<file path="src/rtl/abus_initiator_if.sv">
// Signal bundle between the Avalon command side, the ABUS initiator and the external bus.
// The slave modport is the initiator's view; master is the environment driving it.
interface abus_initiator_if;
    logic [31:0] avs_addr;
    logic        avs_rd;
    logic        avs_wr;
    logic [15:0] avs_wdata;
    logic        avs_wait;
    logic [15:0] avs_rdata;
    logic        avs_rdvalid;
    logic [31:0] addr_out;
    logic        ale;
    logic        ncs;
    logic        nrd;
    logic        nwr;
    logic [15:0] data_out;
    logic        data_oe;
    logic [15:0] data_in;
    logic        wait_in;
    logic        timeout_err;

    modport slave (
        input  avs_addr, avs_rd, avs_wr, avs_wdata, data_in, wait_in,
        output avs_wait, avs_rdata, avs_rdvalid, addr_out, ale, ncs, nrd, nwr,
               data_out, data_oe, timeout_err
    );

    modport master (
        output avs_addr, avs_rd, avs_wr, avs_wdata, data_in, wait_in,
        input  avs_wait, avs_rdata, avs_rdvalid, addr_out, ale, ncs, nrd, nwr,
               data_out, data_oe, timeout_err
    );
endinterface

</file>
<file path="src/rtl/abus_initiator.sv">
// Avalon-MM slave that runs single-word ABUS read/write cycles (ale, ncs, nrd, nwr)
// on the external connector, honouring the target's active-low wait line with a timeout.
module abus_initiator #(
    parameter int T_ALE    = 2,
    parameter int T_SETUP  = 1,
    parameter int T_STROBE = 4,
    parameter int T_HOLD   = 2,
    parameter int TIMEOUT  = 1023
) (
    input  logic              avm_clk,
    input  logic              avm_reset,
    abus_initiator_if.slave   bus
);

    typedef enum logic [2:0] {
        IDLE    = 3'd0,
        ADDR    = 3'd1,
        SETUP   = 3'd2,
        STROBE  = 3'd3,
        WAITCHK = 3'd4,
        HOLD    = 3'd5
    } state_t;

    localparam logic [15:0] ALE_LD    = 16'(T_ALE);
    localparam logic [15:0] SETUP_LD  = 16'(T_SETUP);
    localparam logic [15:0] STROBE_LD = 16'(T_STROBE);
    localparam logic [15:0] HOLD_LD   = 16'(T_HOLD);
    localparam logic [15:0] TO_LIM    = 16'(TIMEOUT);

    state_t      state_r, state_s;
    logic [15:0] cnt_r, cnt_s;
    logic [15:0] tcnt_r, tcnt_s;
    logic        rd_op_r, rd_op_s;
    logic [1:0]  wait_sync_r;
    logic        wait_s;
    logic        ale_r, ale_s;
    logic        ncs_r, ncs_s;
    logic        nrd_r, nrd_s;
    logic        nwr_r, nwr_s;
    logic        data_oe_r, data_oe_s;
    logic [31:0] addr_r, addr_s;
    logic [15:0] data_r, data_s;
    logic [15:0] rdata_r, rdata_s;
    logic        rdvalid_r, rdvalid_s;
    logic        terr_r, terr_s;

    assign wait_s = wait_sync_r[1];

    // Two-flop synchronizer for the asynchronous target wait line (idles released)
    always_ff @(posedge avm_clk or posedge avm_reset) begin
        if (avm_reset) begin
            wait_sync_r <= 2'b11;
        end else begin
            wait_sync_r <= {wait_sync_r[0], bus.wait_in};
        end
    end

    // Next-state and next-output logic; outputs are computed one cycle ahead so every pin is a flop
    always_comb begin
        state_s   = state_r;
        cnt_s     = cnt_r;
        tcnt_s    = tcnt_r;
        rd_op_s   = rd_op_r;
        ale_s     = ale_r;
        ncs_s     = ncs_r;
        nrd_s     = nrd_r;
        nwr_s     = nwr_r;
        data_oe_s = data_oe_r;
        addr_s    = addr_r;
        data_s    = data_r;
        rdata_s   = rdata_r;
        rdvalid_s = 1'b0;
        terr_s    = 1'b0;
        case (state_r)
            IDLE: begin
                // A simultaneous read and write is illegal; the read takes priority
                if (bus.avs_rd) begin
                    addr_s  = bus.avs_addr;
                    rd_op_s = 1'b1;
                    ale_s   = 1'b1;
                    cnt_s   = ALE_LD;
                    state_s = ADDR;
                end else if (bus.avs_wr) begin
                    addr_s  = bus.avs_addr;
                    data_s  = bus.avs_wdata;
                    rd_op_s = 1'b0;
                    ale_s   = 1'b1;
                    cnt_s   = ALE_LD;
                    state_s = ADDR;
                end else begin
                    state_s = IDLE;
                end
            end
            ADDR: begin
                if (cnt_r == 16'd1) begin
                    ale_s   = 1'b0;
                    cnt_s   = SETUP_LD;
                    state_s = SETUP;
                end else begin
                    cnt_s = cnt_r - 16'd1;
                end
            end
            SETUP: begin
                if (cnt_r == 16'd1) begin
                    ncs_s     = 1'b0;
                    nrd_s     = ~rd_op_r;
                    nwr_s     = rd_op_r;
                    data_oe_s = ~rd_op_r;
                    cnt_s     = STROBE_LD;
                    state_s   = STROBE;
                end else begin
                    cnt_s = cnt_r - 16'd1;
                end
            end
            STROBE: begin
                if (cnt_r == 16'd1) begin
                    tcnt_s  = 16'd0;
                    state_s = WAITCHK;
                end else begin
                    cnt_s = cnt_r - 16'd1;
                end
            end
            WAITCHK: begin
                if (wait_s) begin
                    ncs_s     = 1'b1;
                    nrd_s     = 1'b1;
                    nwr_s     = 1'b1;
                    rdvalid_s = rd_op_r;
                    rdata_s   = rd_op_r ? bus.data_in : rdata_r;
                    cnt_s     = HOLD_LD;
                    state_s   = HOLD;
                end else if ((tcnt_r + 16'd1) == TO_LIM) begin
                    // Abort: reads complete with an all-ones word so the master never stalls
                    ncs_s     = 1'b1;
                    nrd_s     = 1'b1;
                    nwr_s     = 1'b1;
                    terr_s    = 1'b1;
                    rdvalid_s = rd_op_r;
                    rdata_s   = rd_op_r ? 16'hFFFF : rdata_r;
                    tcnt_s    = tcnt_r + 16'd1;
                    cnt_s     = HOLD_LD;
                    state_s   = HOLD;
                end else begin
                    tcnt_s = tcnt_r + 16'd1;
                end
            end
            HOLD: begin
                if (cnt_r == 16'd1) begin
                    data_oe_s = 1'b0;
                    state_s   = IDLE;
                end else begin
                    cnt_s = cnt_r - 16'd1;
                end
            end
            default: begin
                ale_s     = 1'b0;
                ncs_s     = 1'b1;
                nrd_s     = 1'b1;
                nwr_s     = 1'b1;
                data_oe_s = 1'b0;
                state_s   = IDLE;
            end
        endcase
    end

    // State, counters and registered outputs; reset releases strobes without a clock
    always_ff @(posedge avm_clk or posedge avm_reset) begin
        if (avm_reset) begin
            state_r   <= IDLE;
            cnt_r     <= 16'd0;
            tcnt_r    <= 16'd0;
            rd_op_r   <= 1'b0;
            ale_r     <= 1'b0;
            ncs_r     <= 1'b1;
            nrd_r     <= 1'b1;
            nwr_r     <= 1'b1;
            data_oe_r <= 1'b0;
            addr_r    <= 32'd0;
            data_r    <= 16'd0;
            rdata_r   <= 16'd0;
            rdvalid_r <= 1'b0;
            terr_r    <= 1'b0;
        end else begin
            state_r   <= state_s;
            cnt_r     <= cnt_s;
            tcnt_r    <= tcnt_s;
            rd_op_r   <= rd_op_s;
            ale_r     <= ale_s;
            ncs_r     <= ncs_s;
            nrd_r     <= nrd_s;
            nwr_r     <= nwr_s;
            data_oe_r <= data_oe_s;
            addr_r    <= addr_s;
            data_r    <= data_s;
            rdata_r   <= rdata_s;
            rdvalid_r <= rdvalid_s;
            terr_r    <= terr_s;
        end
    end

    assign bus.avs_wait    = avm_reset | (state_r != IDLE);
    assign bus.avs_rdata   = rdata_r;
    assign bus.avs_rdvalid = rdvalid_r;
    assign bus.addr_out    = addr_r;
    assign bus.ale         = ale_r;
    assign bus.ncs         = ncs_r;
    assign bus.nrd         = nrd_r;
    assign bus.nwr         = nwr_r;
    assign bus.data_out    = data_r;
    assign bus.data_oe     = data_oe_r;
    assign bus.timeout_err = terr_r;

endmodule

</file>
<file path="src/flat_wrapper.sv">
// flat-port wrapper written by rule: the top's interface ports become plain ports
module abus_initiator_flat 
#(
    parameter int T_ALE    = 2,
    parameter int T_SETUP  = 1,
    parameter int T_STROBE = 4,
    parameter int T_HOLD   = 2,
    parameter int TIMEOUT  = 1023
)
  (avm_clk, avm_reset, bus_avs_addr, bus_avs_rd, bus_avs_wr, bus_avs_wdata, bus_data_in, bus_wait_in, bus_avs_wait, bus_avs_rdata, bus_avs_rdvalid, bus_addr_out, bus_ale, bus_ncs, bus_nrd, bus_nwr, bus_data_out, bus_data_oe, bus_timeout_err);
  abus_initiator_if bus_i ();
  input  logic avm_clk;
  input  logic avm_reset;
  input wire logic [$bits(bus_i.avs_addr)-1:0] bus_avs_addr;
  input wire logic [$bits(bus_i.avs_rd)-1:0] bus_avs_rd;
  input wire logic [$bits(bus_i.avs_wr)-1:0] bus_avs_wr;
  input wire logic [$bits(bus_i.avs_wdata)-1:0] bus_avs_wdata;
  input wire logic [$bits(bus_i.data_in)-1:0] bus_data_in;
  input wire logic [$bits(bus_i.wait_in)-1:0] bus_wait_in;
  output wire logic [$bits(bus_i.avs_wait)-1:0] bus_avs_wait;
  output wire logic [$bits(bus_i.avs_rdata)-1:0] bus_avs_rdata;
  output wire logic [$bits(bus_i.avs_rdvalid)-1:0] bus_avs_rdvalid;
  output wire logic [$bits(bus_i.addr_out)-1:0] bus_addr_out;
  output wire logic [$bits(bus_i.ale)-1:0] bus_ale;
  output wire logic [$bits(bus_i.ncs)-1:0] bus_ncs;
  output wire logic [$bits(bus_i.nrd)-1:0] bus_nrd;
  output wire logic [$bits(bus_i.nwr)-1:0] bus_nwr;
  output wire logic [$bits(bus_i.data_out)-1:0] bus_data_out;
  output wire logic [$bits(bus_i.data_oe)-1:0] bus_data_oe;
  output wire logic [$bits(bus_i.timeout_err)-1:0] bus_timeout_err;
  assign bus_i.avs_addr = bus_avs_addr;
  assign bus_i.avs_rd = bus_avs_rd;
  assign bus_i.avs_wr = bus_avs_wr;
  assign bus_i.avs_wdata = bus_avs_wdata;
  assign bus_i.data_in = bus_data_in;
  assign bus_i.wait_in = bus_wait_in;
  assign bus_avs_wait = bus_i.avs_wait;
  assign bus_avs_rdata = bus_i.avs_rdata;
  assign bus_avs_rdvalid = bus_i.avs_rdvalid;
  assign bus_addr_out = bus_i.addr_out;
  assign bus_ale = bus_i.ale;
  assign bus_ncs = bus_i.ncs;
  assign bus_nrd = bus_i.nrd;
  assign bus_nwr = bus_i.nwr;
  assign bus_data_out = bus_i.data_out;
  assign bus_data_oe = bus_i.data_oe;
  assign bus_timeout_err = bus_i.timeout_err;
  abus_initiator #(.T_ALE(T_ALE), .T_SETUP(T_SETUP), .T_STROBE(T_STROBE), .T_HOLD(T_HOLD), .TIMEOUT(TIMEOUT)) u_core (.avm_clk(avm_clk), .avm_reset(avm_reset), .bus(bus_i));
endmodule
</file>
<file path="config.mk">
export PLATFORM = sky130hd
export DESIGN_NAME = abus_initiator_flat
export DESIGN_NICKNAME = d
export VERILOG_FILES = /design/src/rtl/abus_initiator_if.sv /design/src/rtl/abus_initiator.sv /design/src/flat_wrapper.sv
export SDC_FILE = /design/constraint.sdc
export NUM_CORES = 1
export LEC_CHECK = 0
export ABC_AREA = 1
export BUFFER_PORTS_ARGS = -buffer_cell sky130_fd_sc_hd__clkbuf_2
export CORE_MARGIN = 4
export CORE_UTILIZATION = 50
export DETAILED_ROUTE_END_ITERATION = 6
export PLACE_DENSITY = 0.8
export RECOVER_POWER = 100
export SYNTH_ARGS = -nofsm -noshare
export SYNTH_HDL_FRONTEND = slang
export SYNTH_SLANG_ARGS = --single-unit
</file>
<file path="constraint.sdc">
create_clock -name avm_clk -period 3.7 [get_ports avm_clk]
set_input_delay 0.37 -clock avm_clk [delete_from_list [all_inputs] [get_ports avm_clk]]
set_output_delay 0.37 -clock avm_clk [all_outputs]
set_load 0.02 [all_outputs]
</file>
# After elaboration in Yosys (flattened, before gate mapping)

Index checks and enable logic that the tools add are counted.

Input port bits: 69
Flip-flop bits (word level): 109

Bitwise operators: 6
Reduce and logical (&&, ||, !) cells: 19
Add/subtract/negate cells: 2
Multiplexer cells: 46
Equality and inequality tests: 15

Operators with widths:

| cell                                                  | number |
|---|---|
| 2-to-1 mux 16 bit                                     | 13 |
| case mux 16 bit (5 select lines)                      | 1 |
| 2-to-1 mux 32 bit                                     | 2 |
| case mux 16 bit (2 select lines)                      | 1 |
| 2-to-1 mux 3 bit                                      | 7 |
| case mux 3 bit (6 select lines)                       | 1 |
| AND reduction 3 bit                                   | 6 |
| adder 16 x 1 -> 16 bit, second input constant         | 1 |
| equality test 16 x 1 -> 1 bit, second input constant  | 1 |
| equality test 16 x 10 -> 1 bit, second input constant | 1 |
| 2-to-1 mux 1 bit                                      | 16 |
| subtractor 16 x 1 -> 16 bit, second input constant    | 1 |
| case mux 1 bit (3 select lines)                       | 5 |
| OR reduction 4 bit                                    | 3 |
| inequality test 2 x 1 -> 1 bit, second input constant | 4 |
| equality test 3 x 2 -> 1 bit, second input constant   | 2 |
| equality test 3 bit, second input constant            | 2 |
| nonzero test 2 bit                                    | 3 |
| inverter 1 bit                                        | 5 |
| AND reduction 5 bit                                   | 1 |
| nonzero test 5 bit                                    | 1 |
| inequality test 2 bit, second input constant          | 2 |
| AND reduction 4 bit                                   | 1 |
| equality test 3 x 1 -> 1 bit, second input constant   | 1 |
| 7 further kinds                                       | 7 |

# Longest topological paths before layout

Gate-level depths: netlist (run 1).

Word-level depth: 5
Mapped depth: 15
Mapped depth without buffers: 14

# Worst setup path before layout (run 1)

No wires, ideal clock.

Kind: input to output
From: input port avm_reset
To: output port bus_avs_wait
Buffers on the path: 0
Arrival time: 3226 ps
Cell stages on the path: 2
Path slack: 104 ps
Data required time: 3330 ps
Cell sequence: inv_1 -> nand2_1

Word-level cells in the longest chain between the ends: 1

RTL lines:

| element            | line                  | source |
|---|---|---|
| start: declaration | flat_wrapper.sv:13    | `input logic avm_reset;` |
| OR 1 bit           | abus_initiator.sv:201 | `assign bus.avs_wait = avm_reset \| (state_r != IDLE);` |
| end: declaration   | flat_wrapper.sv:20    | `output wire logic [$bits(bus_i.avs_wait)-1:0] bus_avs_wait;` |

Every way passes these cells.

# Worst setup path after layout (run 1)

From: register u_core.tcnt_r[1]
To: register u_core.rdata_r[10], in the netlist u_core.bus.avs_rdata[10]

Word-level cells in the longest chain between the ends: 4

RTL lines:

| element                        | line                  | source |
|---|---|---|
| start: declaration             | abus_initiator.sv:32  | `logic [15:0] tcnt_r, tcnt_s;` |
| start signal: assignment       | abus_initiator.sv:186 | `tcnt_r <= tcnt_s;` |
| adder 16 x 1 -> 16 bit         | abus_initiator.sv:132 | `end else if ((tcnt_r + 16'd1) == TO_LIM) begin` |
| equality test 16 x 10 -> 1 bit | abus_initiator.sv:132 |  |
| nonzero test 2 bit (no line)   | -                     |  |
| AND reduction 3 bit (no line)  | -                     |  |
| end signal: assignment         | abus_initiator.sv:195 | `rdata_r <= rdata_s;` |
| end: declaration               | abus_initiator.sv:43  | `logic [15:0] rdata_r, rdata_s;` |

Every way passes these cells.
A chain may end at the register's enable or synchronous reset.

==> run metrics, run 1 <==
Setup Crit Path Kind reg2reg; Setup Skew approximately 6.9 ps; critical-path cell list ha_1 -> nand2_2 -> nor2_1 -> nand2_2 -> nor2_2 -> nand2_1 -> nand2_1 -> nand2_2 -> nor2_2 -> nand3_2 -> nand2_2 -> nand2_1 -> a21oi_1; net switching power 480 uW; Max Root-Sink Buffers 2; largest net degree at the start of global routing 60; Num CTS Buffers 9; cell internal pwr approximately 1.5 mW; main combinational cell family by area after synthesis simple AND/OR/NAND/NOR gates; share of layout cells above drive strength 1 0.199; via count approximately 4600; Hold-fix buffers, CTS 0; post-synthesis mux area share 0.0331; Largest stage delay, worst path just under 600 ps; Critical Path RT around 4000 ps; status finished, final reports clean; worst slew pin tran around 1500 ps; Clock Latency Late Sink ~370 ps; Mean Syn Cell Area 8.64 um2; Avg Vias per Cell around 5.1; port bufs 140; Fin Setup TNS 0 ps; buffer count from post-CTS setup fixing 0; Mapped Area roughly 0.0054 mm2; clock group share of total power 0.341; sw frac 0.243; peak supply drop between 0.15 and 0.2 mV; RSZ-0062 raised after global routing no; final WL between 10 and 15 mm; vias in the first global route about 4600; hold path start bus_wait_in; Starting DRT DRC Count between 300 and 400; Hold Path Class in2reg; Max Cap Violations 0; most common cell after layout, fill and taps aside nand2_1; pre-CTS setup slack approximately 1300 ps; R2R depth 13; CTS tree done; post-synth cell types 37; Clock Tree Root clkbuf_8; drt wl/cell around 14 um; Final Hold Fails 0; critical path arrival ~3000 ps; Yosys Warn Count 0; H-Tree Depth 3; total area of sequential cells 0.00273 mm2; io pins 141; area share of xor/xnor cells in the synthesized design 0.0145; area delta synth->final 14.9%; PostCTS Resize Cnt 0; Die Ht about 110 um; # fillers about 980; CTS clk-pin slew, worst paths 100 ps; commonest cells after routing, fill and taps aside 205 x nand2_1, 104 x dfrtp_1, 76 x clkbuf_1; final setup violation count 0; post-DP HPWL approximately 9.3 mm; CTS Sinks approximately 110; Comb power frac 0.049; area of the core between 0.01 and 0.015 mm2; CP max stage cell nand2_1; Worst setup EP type register; Final nets ~840; Initial Util 0.520; Lkg Pwr between 3 and 4 nW; Die ar. 0.0126 mm2; Tot GR Track Use 0.205; Pins Over Slew Limit 0; Syn Nets 704; synthesized instance count 630; Worst setup SP type register; period utilization 0.735; worst r2r dst u_core.bus.avs_rdata[10]$_DFFE_PP0P_; flop2flop setup slack just under 1000 ps; setup slack after layout a little under 1000 ps; gpl congestion approximately 0.86; row count 37; Post-Synth Adder-Cell Area 0.0115; fmax roughly 0.37 GHz; Multi-input gate area about 0.0023 mm2; ANT nets after route 0; flops & latches, synth roughly 110; DR DRC count 0; Synth Area in Compound Gates 0.0989; Remaining Overflow, GRT 0; Seq/Total Area, Yosys 0.502; # diodes 0; Die W around 110 um; register share of total power 0.611; hold path endpoint u_core.wait_sync_r[0]$_DFF_PP1_; first-pass GRT wire length 21.4 mm; RR Startpoint u_core.tcnt_r[1]$_DFFE_PP0P_; Final Critical Period between 2000 and 3000 ps; hold path depth 1; Critical Path Most Common Cell nand2_2; CP max FO 17; Post-Synth Simple-Gate Area 0.277; total power divided by cell area 316 mW/mm2; drt first pass iters 5; Worst slew margin 0.0237; initial antenna violation count 0
==> through the flow <==
stage               instances  utilization  power [mW]  area (um2)  hold slack (ps)
floorplan                 630            -        1.28        5440              345
global placement          894        0.596        1.33        6230              348
global route              910        0.598        2.06        6250             55.7
finish                    910        0.598        1.98        6250             70.1
CTS                       910        0.613        2.00        6410             50.4
detailed placement        894        0.596        1.33        6230              348
==> registers in the layout (all words and copies together), names as in the netlist <==
signal,count
u_core.bus.ale,1
u_core.bus.avs_rdata,16
u_core.bus.nwr,1
u_core.state_r,3
u_core.wait_sync_r,2
u_core.bus.addr_out,32
u_core.bus.timeout_err,1
u_core.cnt_r,16
u_core.bus.data_out,16
u_core.bus.nrd,1
u_core.rd_op_r,1
u_core.bus.avs_rdvalid,1
u_core.tcnt_r,16
u_core.bus.data_oe,1
u_core.bus.ncs,1
==> cells in the mapped netlist <==
master    instances  share of area
nor2_2            8         0.0092
a22o_1            1         0.0016
inv_2             2         0.0014
nand4_1          10          0.011
clkinv_1          1        0.00069
buf_2             3         0.0028
a21boi_0          1         0.0014
nand2_2          21          0.024
inv_1            63          0.043
clkbuf_1          7         0.0048
o21bai_1          2         0.0028
buf_12            1         0.0037
a22o_2            1         0.0018
o21ai_0          19          0.017
dfrtp_1         104           0.48
buf_6             3         0.0062
nor2_4            2         0.0041
a31o_2            1         0.0016
nand3_2           2         0.0037
nor3_1           10         0.0092
nor4_1            1         0.0012
xor2_1            9          0.014
or2_2             4         0.0046
nand2_4           3         0.0062
nand3b_1          3         0.0041
nand2_1         189           0.13
a21oi_1          11          0.010
nor2_1           59          0.041
o22ai_1           6         0.0069
dfstp_2           5          0.024
ha_1              5          0.011
mux2_2           16          0.033
a31oi_1           1         0.0012
o21ai_2          16          0.026
nand3_1          30          0.028
a21oi_4           9          0.027
o211ai_1          1         0.0014
==> routing by layer <==
metal | share of wire | global-route usage | up-vias | routed length, um
met5 | 0 | 0 | - | 0
met2 | 0.46 | 0.320 | 162 | 5730
met1 | 0.43 | 0.271 | 2152 | 5360
met4 | 0.022 | 0.0785 | 0 | 270
met3 | 0.081 | 0.0615 | 24 | 996
li1 | - | - | 2275 | -
==> worst max-delay path, delay by kind of cell (launching register included) <==
kind            cells  cell delay (ps)
fa+ha+maj           1              240
flops               1              440
compound gates      1              370
simple gates       11             1590
==> power groups by stage <==
| stage | Combinational (mW) | Clock (mW) | Sequential, mW |
|---|---|---|---|
| 6_report | 0.0959 | 0.673 | 1.21 |
| 5_1_grt | 0.108 | 0.745 | 1.21 |
| 4_1_cts | 0.102 | 0.688 | 1.21 |
| 3_5_place_dp | 0.102 | 0 | 1.23 |
| 3_3_place_gp | 0.0989 | 0 | 1.23 |
| 2_1_floorplan | 0.0348 | 0 | 1.24 |
==> kinds of logic (layout without fill, tap and decap cells) <==
kind of cell               count (synthesis)  after routing
DFF                                      109            109
buffers and inverters                     80            224
AOI/OAI and AO/OA                         69             69
muxes                                     16             16
xor gates and xnor gates                   9              9
adders and majority gates                  5              5
and+or+nand+nor                          342            342
==> area by class of cell <==
type,instances,area share
clock buffers,11,0.0210
clock inverters,5,0.00680
inverters,66,0.0400
multi-input cells,441,0.369
flip-flops and latches,109,0.437
well taps,136,0.0272
repair buffers,142,0.0989
==> worst max path at each step <==
stage | startpoint | to | slack, ps | cells past startpoint
2_1_floorplan | avm_reset | bus_avs_wait | 100 | 2
3_3_place_gp | u_core.tcnt_r[1]$_DFFE_PP0P_ | u_core.cnt_r[4]$_DFFE_PP0P_ | 1410 | 11
3_5_place_dp | u_core.tcnt_r[1]$_DFFE_PP0P_ | u_core.cnt_r[4]$_DFFE_PP0P_ | 1340 | 12
4_1_cts | u_core.tcnt_r[1]$_DFFE_PP0P_ | u_core.cnt_r[4]$_DFFE_PP0P_ | 1310 | 12
5_1_grt | u_core.tcnt_r[1]$_DFFE_PP0P_ | u_core.bus.avs_rdata[10]$_DFFE_PP0P_ | 560 | 13
6_report | u_core.tcnt_r[1]$_DFFE_PP0P_ | u_core.bus.avs_rdata[10]$_DFFE_PP0P_ | 980 | 13
Power figures use the tool's default switching activity.
==> inputs of run 2 (changes only) <==
==> constraint.sdc (replaced) <==
create_clock -name avm_clk -period 2.7 [get_ports avm_clk]
set_input_delay 0.27 -clock avm_clk [delete_from_list [all_inputs] [get_ports avm_clk]]
set_output_delay 0.27 -clock avm_clk [all_outputs]
set_load 0.02 [all_outputs]
==> run 2 against run 1 <==
  * Design area grew 1.4%
  * Via count grew 0.74%
  * Wire length grew 2.3%
  * Clock-buffer cell count shrank 2
  * Critical path type unchanged
==> run metrics, run 2 (synthesis gave the netlist of run 1 again) <==
number of standard cells in the final layout excluding fillers 916 (+0.66%); Max Cap Violations 0 (unchanged); largest net degree at the start of global routing 110 (+83%); Critical Path RT 2990 ps (-990 ps); Max Used Layer met4; Die ar. 0.0126 mm2 (unchanged); flip-flop count of the largest register after layout 32 (unchanged); Num CTS Buffers 9 (unchanged); placed inst area 0.00629 mm2 (+0.82%); Initial Util 0.520 (unchanged); area delta synth->final 16.5%; ANT nets after route 0 (unchanged); gpl congestion 0.853 (-0.43%); vias in the first global route 4618 (+0.11%); Remaining Overflow, GRT 0 (unchanged); R2R depth 11 (-2); Setup Skew 18.8 ps (+11.9 ps); CP max stage cell dfrtp_1; Final nets 849 (+0.71%); initial antenna violation count 0 (unchanged); Worst slew margin 0.0510 (+0.0273); drt first pass iters 5 (unchanged); critical path arrival 2630 ps (-370 ps); total power divided by cell area 461 mW/mm2 (+46%); area of the core 0.0105 mm2 (unchanged); Setup Crit Path Kind reg2reg; clock group share of total power 0.390 (+0.049); most common cell after layout, fill and taps aside nand2_1; final instance area 0.00634 mm2 (+1.4%); Clock Latency Late Sink 380 ps (about the same); drt wl/cell 13.8 um (+1.6%); hold path depth 3 (+2); Pins Over Slew Limit 0 (unchanged); post-DP HPWL 9.54 mm (+2.2%); Worst setup SP type register; CP max FO 17 (unchanged); met1 wire length 5.34 mm (-0.50%); dpl cells 899 (+0.56%); via count 4647 (+0.74%); Lkg Pwr 3.17 nW (+1.6%); H-Tree Depth 3 (unchanged); critical-path cell list ha_1 -> nand3_1 -> nor2_1 -> nand3_1 -> nand2_1 -> nand3_1 -> nor2_1 -> nand3_2 -> nand2_2 -> nand2_2 -> a21oi_1; row count 37 (unchanged); Clock Tree Root clkbuf_8; Largest stage delay, worst path 450 ps (-140 ps); DR DRC count 0 (unchanged); Final Critical Period 2340 ps (-379 ps); Comb power frac 0.044 (-0.005); metal2 WL 6.06 mm (+5.7%); CP top delay family simple AND/OR/NAND/NOR gates; Starting DRT DRC Count 260 (-16%); CTS clk-pin slew, worst paths 110 ps (about the same); port bufs 140 (unchanged); CTS Sinks 109 (unchanged); Die Ht 112 um (unchanged); PostCTS Resize Cnt 0 (unchanged); Avg Vias per Cell 5.07 (about the same); RSZ-0062 raised after global routing no; Fin Setup TNS 0 ps (unchanged); CTS tree done; io pins 141 (unchanged); final setup violation count 0 (unchanged); final WL 12.6 mm (+2.3%); Max Root-Sink Buffers 2 (unchanged); Hold-fix buffers, CTS 1 (+1); Worst setup EP type register; commonest cells after routing, fill and taps aside 203 x nand2_1, 104 x dfrtp_1, 74 x clkbuf_1; Critical Path Most Common Cell nand3_1; share of layout cells above drive strength 1 0.208 (+0.00873); net switching power 678 uW (+41%); final core utilization 0.606 (+0.00825); cell internal pwr 2.25 mW (+50%); register share of total power 0.566 (-0.045); worst slew pin tran 1420 ps (-40.9 ps); CP bufs+invs 0 (unchanged); period utilization 0.867 (+0.132); Final Hold Fails 0 (unchanged); Hold Path Class in2reg; first-pass GRT wire length 21.6 mm (+0.61%); Tot GR Track Use 0.206 (+0.00103); Worst path depth 11 (-2); buffer count from post-CTS setup fixing 0 (unchanged); status finished, final reports clean; # diodes 0 (unchanged); sw frac 0.232 (-0.0112); fmax 0.427 GHz (+16%); Die W 112 um (unchanged); peak supply drop 0.297 mV (+68%); routed wl met3 1.03 mm (+3.6%)
run 2: routing by layer:
layer / vias up / GRT usage
met5: - / 0
met4: 0 / 0.0633
met3: 16 / 0.0615
met2: 164 / 0.331
met1: 2178 / 0.271
li1: 2289 / -
run 2: layout make-up:
cell class / count / area (um2)
clock buffer: 9 / 124
clock inverter: 7 / 109
fill: 967 / 4120
inverter: 66 / 249
multi-input combinational: 441 / 2290
sequential: 109 / 2730
tap: 136 / 170
timing repair buffer: 148 / 666
run 2: metrics by stage:
| stage | total power [mW] | hold WS, ps | setup slack (ps) |
|---|---|---|---|
| 3_5_place_dp | 1.83 | 351 | 405 |
| 6_report | 2.92 | 84.6 | 359 |
| 5_1_grt | 3.04 | 68.6 | 125 |
| 3_3_place_gp | 1.82 | 347 | 499 |
| 2_1_floorplan | 1.75 | 274 | 72.1 |
| 4_1_cts | 2.97 | 70.6 | 367 |
run 2: path summary, 6_finish.rpt:
| kind | startpoint | endpoint | slack, ps |
|---|---|---|---|
| min in group asynchronous | avm_reset | u_core.bus.data_out[1]$_DFFE_PP0P_ | 430 |
| hold reg to reg | u_core.wait_sync_r[0]$_DFF_PP1_ | u_core.wait_sync_r[1]$_DFF_PP1_ | 360 |
| setup reg to reg | u_core.tcnt_r[1]$_DFFE_PP0P_ | u_core.bus.avs_rdata[10]$_DFFE_PP0P_ | 360 |
| setup / recovery | u_core.tcnt_r[1]$_DFFE_PP0P_ | u_core.bus.avs_rdata[10]$_DFFE_PP0P_ | 360 |
| hold / removal | bus_avs_addr[1] | u_core.bus.addr_out[1]$_DFFE_PP0P_ | 80 |
| max in group asynchronous | avm_reset | u_core.tcnt_r[10]$_DFFE_PP0P_ | 1410 |
run 2: worst min-delay path: stages:
cell      delay (ps)
clkbuf_2          70
nand2_1           40
nand2_1           40
run 2: power by group through the flow:
stage               Combinational (mW)  Sequential (mW)  Clock [mW]
floorplan                       0.0480             1.70           0
finish                           0.129             1.65        1.14
global placement                 0.139             1.68           0
global route                     0.146             1.66        1.24
CTS                              0.144             1.65        1.17
detailed placement               0.142             1.69           0
